[config.mk]
export PLATFORM = sky130hd
export DESIGN_NAME = dcm_lock_ctrl_flat
export DESIGN_NICKNAME = d
export VERILOG_FILES = /design/src/rtl/dcm_lock_ctrl_if.sv /design/src/rtl/dcm_lock_ctrl.sv /design/src/flat_wrapper.sv
export SDC_FILE = /design/constraint.sdc
export NUM_CORES = 1
export LEC_CHECK = 0
export CAP_MARGIN = 20
export CORE_UTILIZATION = 41
export DETAILED_ROUTE_END_ITERATION = 16
export HOLD_SLACK_MARGIN = 0.1
export PLACE_DENSITY = 0.63
export SYNTH_ARGS = -nofsm -noshare
export SYNTH_HDL_FRONTEND = slang
export SYNTH_SLANG_ARGS = --single-unit
[constraint.sdc]
create_clock -name clock -period 4.7 [get_ports clock]
set_input_delay 0.47 -clock clock [delete_from_list [all_inputs] [get_ports clock]]
set_output_delay 0.47 -clock clock [all_outputs]
set_load 0.01 [all_outputs]
[src/rtl/dcm_lock_ctrl_if.sv]
// DCM lock sequencer signal bundle.
// Optional LOCK_LOSS_CNT_EN adds the lost_count lock-loss counter.
interface dcm_lock_ctrl_if;
  logic       dcm_locked;
  logic       relock;
  logic       dcm_rst;
  logic       sys_rst;
  logic       ready;
  logic       fail;
  logic [1:0] retries;
`ifdef LOCK_LOSS_CNT_EN
  logic [7:0] lost_count;

  // Controller side
  modport master (
    input  dcm_locked, relock,
    output dcm_rst, sys_rst, ready, fail, retries, lost_count
  );

  // DCM / system side
  modport slave (
    output dcm_locked, relock,
    input  dcm_rst, sys_rst, ready, fail, retries, lost_count
  );
`else
  // Controller side
  modport master (
    input  dcm_locked, relock,
    output dcm_rst, sys_rst, ready, fail, retries
  );

  // DCM / system side
  modport slave (
    output dcm_locked, relock,
    input  dcm_rst, sys_rst, ready, fail, retries
  );
`endif
endinterface

[src/rtl/dcm_lock_ctrl.sv]
// DCM reset/lock sequencer: pulses DCM RST, waits for LOCKED with timeout and
// retry, requires a stable lock before releasing sys_rst, restarts on lock loss.
// Optional LOCK_LOSS_CNT_EN: adds lost_count, a saturating count of RUN lock losses.
module dcm_lock_ctrl #(
  parameter int unsigned RST_CYCLES    = 8,
  parameter int unsigned LOCK_TIMEOUT  = 4096,
  parameter int unsigned SETTLE_CYCLES = 64,
  parameter int unsigned MAX_RETRY     = 3,
  parameter int unsigned CNT_W         = 16
) (
  input  logic           clock,
  input  logic           reset_n,
  dcm_lock_ctrl_if.master bus
);

  localparam logic [CNT_W-1:0] RST_LAST     = CNT_W'(RST_CYCLES - 1);
  localparam logic [CNT_W-1:0] TIMEOUT_LAST = CNT_W'(LOCK_TIMEOUT - 1);
  localparam logic [CNT_W-1:0] SETTLE_LAST  = CNT_W'(SETTLE_CYCLES - 1);
  localparam logic [1:0]       RETRY_MAX    = 2'(MAX_RETRY);

  typedef enum logic [2:0] {
    S_RESET_DCM,
    S_WAIT_LOCK,
    S_SETTLE,
    S_RUN,
    S_FAIL
  } state_t;

  state_t           state, state_nxt;
  logic [CNT_W-1:0] cnt, cnt_nxt;
  logic [1:0]       retries_q, retries_nxt;
  logic             sync_q, lk;
  logic             dcm_rst_q, sys_rst_q, ready_q, fail_q;
  logic             dcm_rst_nxt, sys_rst_nxt, ready_nxt, fail_nxt;
`ifdef LOCK_LOSS_CNT_EN
  logic             loss_c;
  logic [7:0]       lost_q;
`endif

  // Two-flop synchroniser for the asynchronous LOCKED pin
  always_ff @(posedge clock or negedge reset_n) begin
    if (!reset_n) begin
      sync_q <= 1'b0;
      lk     <= 1'b0;
    end else begin
      sync_q <= bus.dcm_locked;
      lk     <= sync_q;
    end
  end

  // State, counter, retry count and registered outputs
  always_ff @(posedge clock or negedge reset_n) begin
    if (!reset_n) begin
      state     <= S_RESET_DCM;
      cnt       <= '0;
      retries_q <= '0;
      dcm_rst_q <= 1'b1;
      sys_rst_q <= 1'b1;
      ready_q   <= 1'b0;
      fail_q    <= 1'b0;
    end else begin
      state     <= state_nxt;
      cnt       <= cnt_nxt;
      retries_q <= retries_nxt;
      dcm_rst_q <= dcm_rst_nxt;
      sys_rst_q <= sys_rst_nxt;
      ready_q   <= ready_nxt;
      fail_q    <= fail_nxt;
    end
  end

  // Next-state logic; outputs are decoded from the next state so they
  // change on the same edge as the state itself
  always_comb begin
    state_nxt   = state;
    cnt_nxt     = cnt;
    retries_nxt = retries_q;
`ifdef LOCK_LOSS_CNT_EN
    loss_c      = 1'b0;
`endif
    unique case (state)
      S_RESET_DCM: begin
        if (cnt == RST_LAST) begin
          state_nxt = S_WAIT_LOCK;
          cnt_nxt   = '0;
        end else begin
          cnt_nxt = cnt + 1'b1;
        end
      end
      S_WAIT_LOCK: begin
        if (lk) begin
          state_nxt = S_SETTLE;
          cnt_nxt   = '0;
        end else if (cnt == TIMEOUT_LAST) begin
          cnt_nxt = '0;
          if (retries_q == RETRY_MAX) begin
            state_nxt = S_FAIL;
          end else begin
            state_nxt   = S_RESET_DCM;
            retries_nxt = retries_q + 1'b1;
          end
        end else begin
          cnt_nxt = cnt + 1'b1;
        end
      end
      S_SETTLE: begin
        if (!lk) begin
          state_nxt = S_WAIT_LOCK;
          cnt_nxt   = '0;
        end else if (cnt == SETTLE_LAST) begin
          state_nxt   = S_RUN;
          cnt_nxt     = '0;
          retries_nxt = '0;
        end else begin
          cnt_nxt = cnt + 1'b1;
        end
      end
      S_RUN: begin
        if (!lk) begin
          state_nxt = S_RESET_DCM;
          cnt_nxt   = '0;
`ifdef LOCK_LOSS_CNT_EN
          loss_c    = 1'b1;
`endif
        end
      end
      S_FAIL: begin
        state_nxt = S_FAIL;
      end
      default: begin
        state_nxt = S_RESET_DCM;
        cnt_nxt   = '0;
      end
    endcase

    // Forced restart wins over everything except the sticky failure
    if (bus.relock && (state != S_FAIL)) begin
      state_nxt   = S_RESET_DCM;
      cnt_nxt     = '0;
      retries_nxt = '0;
`ifdef LOCK_LOSS_CNT_EN
      loss_c      = 1'b0;
`endif
    end

    dcm_rst_nxt = (state_nxt == S_RESET_DCM);
    sys_rst_nxt = (state_nxt != S_RUN);
    ready_nxt   = (state_nxt == S_RUN);
    fail_nxt    = (state_nxt == S_FAIL);
  end

`ifdef LOCK_LOSS_CNT_EN
  // Saturating count of lock losses seen while running
  always_ff @(posedge clock or negedge reset_n) begin
    if (!reset_n) begin
      lost_q <= '0;
    end else if (loss_c && (lost_q != 8'hFF)) begin
      lost_q <= lost_q + 1'b1;
    end
  end

  assign bus.lost_count = lost_q;
`endif

  assign bus.dcm_rst = dcm_rst_q;
  assign bus.sys_rst = sys_rst_q;
  assign bus.ready   = ready_q;
  assign bus.fail    = fail_q;
  assign bus.retries = retries_q;

endmodule

[src/flat_wrapper.sv]
// flat-port wrapper written by rule: the top's interface ports become plain ports
module dcm_lock_ctrl_flat 
#(
  parameter int unsigned RST_CYCLES    = 8,
  parameter int unsigned LOCK_TIMEOUT  = 4096,
  parameter int unsigned SETTLE_CYCLES = 64,
  parameter int unsigned MAX_RETRY     = 3,
  parameter int unsigned CNT_W         = 16
)
  (clock, reset_n, bus_dcm_locked, bus_relock, bus_dcm_rst, bus_sys_rst, bus_ready, bus_fail, bus_retries);
  dcm_lock_ctrl_if bus_i ();
  input  logic clock;
  input  logic reset_n;
  input wire logic [$bits(bus_i.dcm_locked)-1:0] bus_dcm_locked;
  input wire logic [$bits(bus_i.relock)-1:0] bus_relock;
  output wire logic [$bits(bus_i.dcm_rst)-1:0] bus_dcm_rst;
  output wire logic [$bits(bus_i.sys_rst)-1:0] bus_sys_rst;
  output wire logic [$bits(bus_i.ready)-1:0] bus_ready;
  output wire logic [$bits(bus_i.fail)-1:0] bus_fail;
  output wire logic [$bits(bus_i.retries)-1:0] bus_retries;
  assign bus_i.dcm_locked = bus_dcm_locked;
  assign bus_i.relock = bus_relock;
  assign bus_dcm_rst = bus_i.dcm_rst;
  assign bus_sys_rst = bus_i.sys_rst;
  assign bus_ready = bus_i.ready;
  assign bus_fail = bus_i.fail;
  assign bus_retries = bus_i.retries;
  dcm_lock_ctrl #(.RST_CYCLES(RST_CYCLES), .LOCK_TIMEOUT(LOCK_TIMEOUT), .SETTLE_CYCLES(SETTLE_CYCLES), .MAX_RETRY(MAX_RETRY), .CNT_W(CNT_W)) u_core (.clock(clock), .reset_n(reset_n), .bus(bus_i));
endmodule
==> reports/qor.yml, run 1 <==
floorplan:
  io_pins: 10
  die_y_um: 62.14
  dieArea_mm2: 0.003861
  placementRows: 21
  core_area_mm2: 0.003390
  start_util_pct: 43.74
  die_x_um: 62.14
hold_path:
  hp-start: "u_core.sync_q"
  hold_depth: 0
  hold_end: "u_core.lk"
  hp-class: "reg2reg"
setup_path:
  critPathMaxFanout: 15
  rr_worst_depth: 7
  end_kind: "flop"
  r2r_start: "u_core.cnt[0]"
  cp.required_ps: 4970
  r2r_slack_ps: 2280
  rr_endpoint: "u_core.cnt[13]"
  cp-start-kind: "flop"
  criticalPathCategory: "reg2reg"
  cp_data_arrival_time_ps: 2680
flow_run:
  max_cap_viol_count: 0
pwr:
  p_per_area_mw_per_mm2: 228.7
  leakage_uw: 0.0007035
  power_uw: 373.3
  ir_worst_vdd_mv: 0.1657
clock_network:
  path_clk_slew_ps: 140
  cts_buffer_depth: 2
  postCtsHoldBufs: 0
  cts_root_buf: "clkbuf_4"
  cts_tree: "done"
  post_cts_buffers: 0
  cts.sinks: 27
  cts_buffers: 3
  htreeDepth: 1
  cts_resized: 0
  clkLatencyLatePin_ps: 320
cells_and_area:
  mostFrequentLayoutCells: "25 x dfrtp_1, 21 x nand2_1, 9 x nand3_1, 9 x clkdlybuf4s50_1"
  instances_no_fill: 207
  syn_to_final_growth_pct: 10.13
  antenna_cells: 0
  fin_nets: 168
  design_area_mm2: 0.001633
  finish.utilization_pct: 48.17
  drive_gt1_share_pct: 8.696
  final_common_cell: "dfrtp_1"
sta:
  finalCritPeriodShare_pct: 51.46
  hold_violations: 0
  final_max_slew_viol_count: 0
  fin_tns_setup_ps: 0
  skew_ps: 5.602
  fin_crit_ps: 2419
  max_freq_mhz: 413.5
  timing.slew.headroom_pct: 54.54
  setup_viol: 0
  rsz0062_at_grt: "no"
  worst-slew-pin-transition_ps: 681.9
synth:
  synth_mux_area_share_pct: 2.025
  synthArstFlopShare_pct: 100.0
  synth_cell_types: 44
  synth-seq-cells: 27
  synth_compound_area_share_pct: 19.07
  syn-num-nets: 157
  synth-xor-area-share_pct: 0.5907
  syn_area_mm2: 0.001483
  ys_warn_count: 0
  dominantRegCellSynth: "dfrtp_1"
  synthCells: 151
  synth-seq-area-share_pct: 45.74
  synth-edff-count: 0
  synthAdderAreaFrac_pct: 1.688
  synth.avg_cell_area_um2: 9.819
  synthSimpleGateAreaFrac_pct: 28.27
  synth_top_family_by_area: "simple AND/OR/NAND/NOR gates"
detailed_routing:
  routed_via_density: 5.812
  drt-pass1-iter-count: 4
  postRouteWirelength_mm: 2.922
  wl_per_cell_um: 14.12
  wl_met2_mm: 1.353
  dr_total_vias: 1203
  wl_met1_mm: 1.464
  wl_met3_um: 83
  drtIter0Drc: 69
  highest_layer: "met4"
  drcViolationCount: 0
  drtAntennaViolNets: 0
place:
  hpwl_mm: 2.102
  dp_cells: 203
  place_congestion: 0.7947
  io_buffers: 9
  placed_area_mm2: 0.001607
global_routing:
  grtUsageTotal_pct: 17.36
  antenna_found_initial: 0
  grt_pass1_vias: 1159
  grt.overflow.total: 0
  grt_first_pass_wirelength_mm: 5.326
  grt_max_degree: 28
outcome:
  status: "finished, final reports clean"
[flip-flops by register name (all words and copies together), names as in the netlist]
name / flops
u_core.state: 3
u_core.lk: 1
u_core.bus.sys_rst: 1
u_core.sync_q: 1
u_core.bus.dcm_rst: 1
u_core.bus.fail: 1
u_core.bus.retries: 2
u_core.bus.ready: 1
u_core.cnt: 16
[where the power goes]
part,switching [µW],internal (µW),total (µW)
sequential,4.11,237,241
clock,66.2,33.2,99.4
combinational,19.8,13.0,32.8
[routing by layer]
layer  GRT usage, %  up-vias
li1               -      588
met1          24.49      593
met2          28.16       20
met3          1.838        2
met4          5.233        0
met5              0        -
[final cells by class]
class                      count  area (µm²)
timing repair buffer          10       97.59
fill                         325        1757
inverter                       2       7.507
multi-input combinational    118       765.7
tap                           46       57.56
clock buffer                   4       26.28
sequential                    27       678.2
[synthesized netlist by cell type (2+ instances only)]
cell	instances	share of area, %
dfrtp_1	25	42
nand2_1	21	5.3
nand3_1	9	3.0
a21o_1	8	4.1
nor2_1	8	2.0
a21oi_1	7	2.4
and3_1	7	3.0
o21ai_0	7	2.4
nor3_1	6	2.0
nand4_1	4	1.7
and4_1	3	1.8
mux2i_1	3	2.0
nand2b_1	3	1.3
or3_1	3	1.3
a211oi_1	2	1.0
buf_6	2	1.5
dfstp_2	2	3.5
ha_1	2	1.7
inv_1	2	0.51
o21ai_1	2	0.68
or4_1	2	1.0
[kinds of logic (layout without fill, tap and decap cells)]
group,count (synthesis),count (layout)
multiplexers,3,3
adder cells (fa/ha/maj),2,2
AND/OR/NAND/NOR,75,75
AO/OA/AOI/OAI,37,37
buffers and inverters,6,16
XOR/XNOR,1,1
flip-flops,27,27
[worst max-delay path, stage by stage (launching register included)]
cell and delay, ps:
dfrtp_1 430, ha_1 260, and3_1 270, and4_1 190, nand2b_1 250, a21oi_2 610
and3_1 260, a221o_1 100
[worst max-delay path by stage]
stage | depth (start not counted) | from | slack [ps] | endpoint
after floorplan | 7 | u_core.cnt[0] | 2660 | u_core.cnt[13]
after global placement | 7 | bus_relock | 2220 | u_core.cnt[15]
after detailed placement | 7 | bus_relock | 2140 | u_core.cnt[15]
after CTS | 7 | u_core.cnt[0] | 2320 | u_core.cnt[13]
after global routing | 7 | u_core.cnt[0] | 2120 | u_core.cnt[6]
final | 7 | u_core.cnt[0] | 2280 | u_core.cnt[13]
[stage by stage]
step                worst slack, ps  hold slack, ps
floorplan                      2660           174.4
global placement               2216           336.5
detailed placement             2138           335.5
CTS                            2323           368.5
global route                   2118           379.7
finish                         2281           367.8
Power figures use the tool's default switching activity.
==> run 2: changes to the inputs <==
==> constraint.sdc (replaced) <==
create_clock -name clock -period 2.4 [get_ports clock]
set_input_delay 0.24 -clock clock [delete_from_list [all_inputs] [get_ports clock]]
set_output_delay 0.24 -clock clock [all_outputs]
set_load 0.01 [all_outputs]
==> run 2 against run 1 <==
Power increased by 99%. First-iteration DRC count decreased by 61%. Die area unchanged. Fmax increased by 5.6%. Global-route usage decreased by 0.16 points. Worst setup slack got worse by 2200 ps. Wire length increased by 2.1%. Final cell count increased by 0.48%. Core utilization increased by 0.78 points. Critical path type unchanged. Critical endpoint unchanged.
==> reports/qor.yml, run 2 (synthesis gave the netlist of run 1 again) <==
clock_network:
  cts_root_buf: "clkbuf_4"
  post_cts_buffers: 0
  cts_buffers: 3
  cts.sinks: 27
  cts_resized: 0
  path_clk_slew_ps: 160
  cts_buffer_depth: 2
  clkLatencyLatePin_ps: 330
  htreeDepth: 1
  cts_tree: "done"
  postCtsHoldBufs: 0
detailed_routing:
  highest_layer: "met4"
  drtAntennaViolNets: 0
  drt-pass1-iter-count: 4
  wl_per_cell_um: 14.34
  wl_met1_mm: 1.457
  wl_met3_um: 62
  postRouteWirelength_mm: 2.982
  dr_total_vias: 1194
  drcViolationCount: 0
  drtIter0Drc: 27
  wl_met2_mm: 1.403
  routed_via_density: 5.740
sta:
  timing.slew.headroom_pct: 70.21
  finalCritPeriodShare_pct: 95.42
  fin_crit_ps: 2290
  fin_tns_setup_ps: 0
  hold_violations: 0
  setup_viol: 0
  final_max_slew_viol_count: 0
  worst-slew-pin-transition_ps: 443.2
  skew_ps: 16.41
  rsz0062_at_grt: "no"
  max_freq_mhz: 436.7
pwr:
  p_seq_share_pct: 63.7
  p_per_area_mw_per_mm2: 447.3
  netSwitchingFraction_pct: 25.23
  power.internal_uw: 554.8
  ir_worst_vdd_mv: 0.2340
  leakage_uw: 0.0007134
  pwr-share-comb_pct: 9.2
  clockPowerShare_pct: 27.1
  p_switching_uw: 187.2
flow_run:
  max_cap_viol_count: 0
floorplan:
  die_y_um: 62.14
  core_area_mm2: 0.003390
  die_x_um: 62.14
  io_pins: 10
  placementRows: 21
  dieArea_mm2: 0.003861
  start_util_pct: 43.74
global_routing:
  grtUsageTotal_pct: 17.20
  antenna_found_initial: 0
  grt_first_pass_wirelength_mm: 5.430
  grt_pass1_vias: 1164
  grt_max_degree: 28
  grt.overflow.total: 0
cells_and_area:
  fin_nets: 169
  regMostFlops: "u_core.cnt"
  mostFrequentLayoutCells: "25 x dfrtp_1, 21 x nand2_1, 9 x nand3_1, 9 x clkdlybuf4s50_1, 8 x nor2_1"
  syn_to_final_growth_pct: 11.90
  antenna_cells: 0
  drive_gt1_share_pct: 11.11
  final_common_cell: "dfrtp_1"
  instances_no_fill: 208
  largest_reg_flops: 16
hold_path:
  hp-class: "in2async"
setup_path:
  r2r_slack_ps: 110
  cp.required_ps: 2640
  cp_data_arrival_time_ps: 2530
  end_kind: "flop"
  criticalPathCategory: "reg2reg"
  cp-start-kind: "flop"
  critPathMaxFanout: 15
outcome:
  status: "finished, final reports clean"
place:
  hpwl_mm: 2.133
  io_buffers: 9
  dp_cells: 204
  place_congestion: 0.8195
-- run 2: changes by cell type in the layout (fill, tap and decap cells not counted) --
| cell | previous run | this run |
|---|---|---|
| a21o_1 | 8 | 7 |
| a21o_4 | 0 | 1 |
| a21oi_2 | 1 | 0 |
| a21oi_4 | 0 | 1 |
| buf_4 | 1 | 2 |
| clkbuf_1 | 1 | 0 |
| clkinv_2 | 0 | 1 |
| nand2b_1 | 3 | 2 |
| nand2b_2 | 0 | 1 |
-- run 2: area by class of cell --
class                           instances  area (µm²)
Fill cell                             308        1730
Inverter                                2       7.507
Timing Repair Buffer                   11       105.1
Multi-Input combinational cell        118       783.3
Clock inverter                          1       5.005
Sequential cell                        27       678.2
Tap cell                               46       57.56
Clock buffer                            3       22.52
-- run 2: worst max-delay path: stages (launching register included) --
cell and delay [ps]:
dfrtp_1 410, ha_1 240, nand2_1 70, or4_4 440, a221oi_4 410, a21oi_4 190, and3_1 200, a221o_1 250
-- run 2: worst paths after layout --
kind                                 from            endpoint  cells past startpoint
min                               reset_n      u_core.cnt[13]                      2
min in group clock         bus_dcm_locked       u_core.sync_q                      1
max reg2reg                 u_core.cnt[0]      u_core.cnt[13]                      7
max in group asynchronous         reset_n  u_core.bus.dcm_rst                      2
max                         u_core.cnt[0]      u_core.cnt[13]                      7
min reg2reg                 u_core.sync_q           u_core.lk                      0
-- run 2: power by group through the flow --
stage | Combinational [µW] | Sequential, µW | Clock (µW)
global route | 76.2 | 474 | 222
global placement | 65.3 | 480 | 0
CTS | 66.9 | 473 | 208
floorplan | 42.7 | 479 | 0
finish | 68.1 | 473 | 201
detailed placement | 66.6 | 481 | 0
-- run 2: per-layer routing --
metal	vias to the layer above	track usage [%]
li1	590	-
met1	583	23.61
met2	14	28.02
met3	7	1.654
met4	0	6.686
met5	-	0
-- run 2: stage by stage --
step | setup WS, ps | hold WS [ps] | instance area (µm²) | total power [µW] | util (%)
after floorplan | 360.0 | -55.59 | 1483 | 521.3 | -
after global placement | 153.2 | 333.0 | 1614 | 545.4 | 47.62
after detailed placement | 42.39 | 352.9 | 1614 | 547.7 | 47.62
after CTS | 26.55 | 271.9 | 1642 | 748.0 | 48.43
after global routing | 3.163 | 293.1 | 1659 | 772.5 | 48.95
final | 109.9 | 253.1 | 1659 | 742.1 | 48.95
==> run 3: changes to the inputs <==
--- a/config.mk
+++ b/config.mk
@@ -6,6 +6,7 @@
 export NUM_CORES = 1
 export LEC_CHECK = 0
 export CAP_MARGIN = 20
+export CORE_MARGIN = 5
 export CORE_UTILIZATION = 41
 export DETAILED_ROUTE_END_ITERATION = 16
 export HOLD_SLACK_MARGIN = 0.1
==> run 3 against run 2 <==
Register-to-register slack got worse by 20 ps. Combinational power fell by 2%. Clock skew is 13 ps lower. Final cell count up 0.96%. Largest power group unchanged. Core utilization fell by 0.19 points. Hold slack better by 15 ps. Critical endpoint unchanged. First-iteration DRC count grew 120%. Sequential cell count is the same. Wire length is 2.7% higher. Power shrank 1.9%. Critical path type unchanged. Highest routed layer unchanged. Via count increased by 2.5%.
==> reports/qor.yml, run 3 (synthesis gave the netlist of run 1 again) <==
outcome:
  status: "finished, final reports clean"
pwr:
  leakage_uw: 0.0007218
  ir_worst_vdd_mv: 0.2110
  p_per_area_mw_per_mm2: 437.1
  power_uw: 727.9
cells_and_area:
  regMostFlops: "u_core.cnt"
  ff_latch_area_um2: 678.2
  instances_no_fill: 210
  fin_nets: 171
  largest_reg_flops: 16
  multi_input_area_um2: 774.5
  fill_cells: 328
  drive_gt1_share_pct: 11.59
  mostFrequentLayoutCells: "25 x dfrtp_1, 21 x nand2_1, 9 x nand3_1, 9 x clkdlybuf4s50_1, 8 x nor2_1"
  antenna_cells: 0
  final_common_cell: "dfrtp_1"
  syn_to_final_growth_pct: 12.32
floorplan:
  placementRows: 21
  die_y_um: 70.14
  io_pins: 10
  die_x_um: 70.14
  core_area_mm2: 0.003416
  start_util_pct: 43.41
  dieArea_mm2: 0.004919
setup_path:
  r2r_slack_ps: 90
  rr_worst_depth: 7
  cp-start-kind: "flop"
  cp_data_arrival_time_ps: 2520
  critPathMaxFanout: 15
  criticalPathCategory: "reg2reg"
  end_kind: "flop"
  cp.required_ps: 2610
clock_network:
  htreeDepth: 1
  postCtsHoldBufs: 0
  clkLatencyLatePin_ps: 320
  cts.sinks: 27
  post_cts_buffers: 0
  cts_buffer_depth: 2
  cts_tree: "done"
  cts_root_buf: "clkbuf_4"
  cts_buffers: 3
  cts_resized: 0
  path_clk_slew_ps: 140
place:
  io_buffers: 9
  dp_slack_ps: 105.5
  place_congestion: 0.8094
  dp_cells: 206
  hpwl_mm: 2.317
sta:
  rsz0062_at_grt: "yes"
  worst-slew-pin-transition_ps: 567.5
  hold_violations: 0
  final_max_slew_viol_count: 0
  whs_ps: 267.9
  finalCritPeriodShare_pct: 96.10
  fin_crit_ps: 2306
  max_freq_mhz: 433.6
  setup_viol: 0
  timing.slew.headroom_pct: 62.05
  skew_ps: 3.381
  postLayoutSetupSlackWorst_ps: 93.68
global_routing:
  grt_max_degree: 19
  grt_pass1_vias: 1145
  grt_first_pass_wirelength_mm: 5.299
  grtUsageTotal_pct: 13.07
  antenna_found_initial: 0
  grt.overflow.total: 0
flow_run:
  max_cap_viol_count: 0
detailed_routing:
  routed_via_density: 5.829
  drcViolationCount: 0
  drtAntennaViolNets: 0
  dr_total_vias: 1224
  postRouteWirelength_mm: 3.063
  drtIter0Drc: 60
  wl_per_cell_um: 14.59
  drt-pass1-iter-count: 4
hold_path:
  hp-class: "in2async"
-- run 3: cell types whose count changed in the layout (fill, tap and decap cells not counted), sizes merged --
cell,delta
buf,+2
-- run 3: area by class of cell --
cell class | count | area share [%]
clock inverters | 1 | 0.3005
well taps | 46 | 3.456
multi-input cells | 118 | 46.51
inverters | 2 | 0.4508
flip-flops and latches | 27 | 40.72
repair buffers | 13 | 7.213
clock buffers | 3 | 1.352
-- run 3: critical path, cell delays in order, from the launching register on --
cell	delay (ps)
dfrtp_1	410
ha_1	250
nand2_1	70
or4_4	440
a221oi_4	390
a21oi_4	180
and3_1	210
a221o_1	260
-- run 3: power by group --
part	internal [µW]	switching (µW)
Clock	62.4	126
Sequential	464	8.81
Combinational	27.1	39.9
Total	554	174
-- run 3: through the flow --
step	TNS (ps)	utilization, %	area [µm²]
2_1_floorplan	0	-	1483
6_report	0	48.75	1665
3_5_place_dp	0	47.69	1629
5_1_grt	-44.78	48.75	1665
4_1_cts	0	48.50	1657
3_3_place_gp	0	47.69	1629
-- run 3: metal layers --
metal	global-route usage (%)	part of all wire, %
met5	0	0
met4	4.468	1.1
met3	1.865	4.0
met2	21.62	48
met1	17.44	47
-- run 3: final timing paths --
| path | end | start |
|---|---|---|
| hold reg to reg | u_core.lk | u_core.sync_q |
| min in group clock | u_core.sync_q | bus_dcm_locked |
| setup / recovery | u_core.cnt[13] | u_core.cnt[0] |
| hold / removal | u_core.cnt[12] | reset_n |
| max in group asynchronous | u_core.bus.retries[0] | reset_n |
| setup reg to reg | u_core.cnt[13] | u_core.cnt[0] |
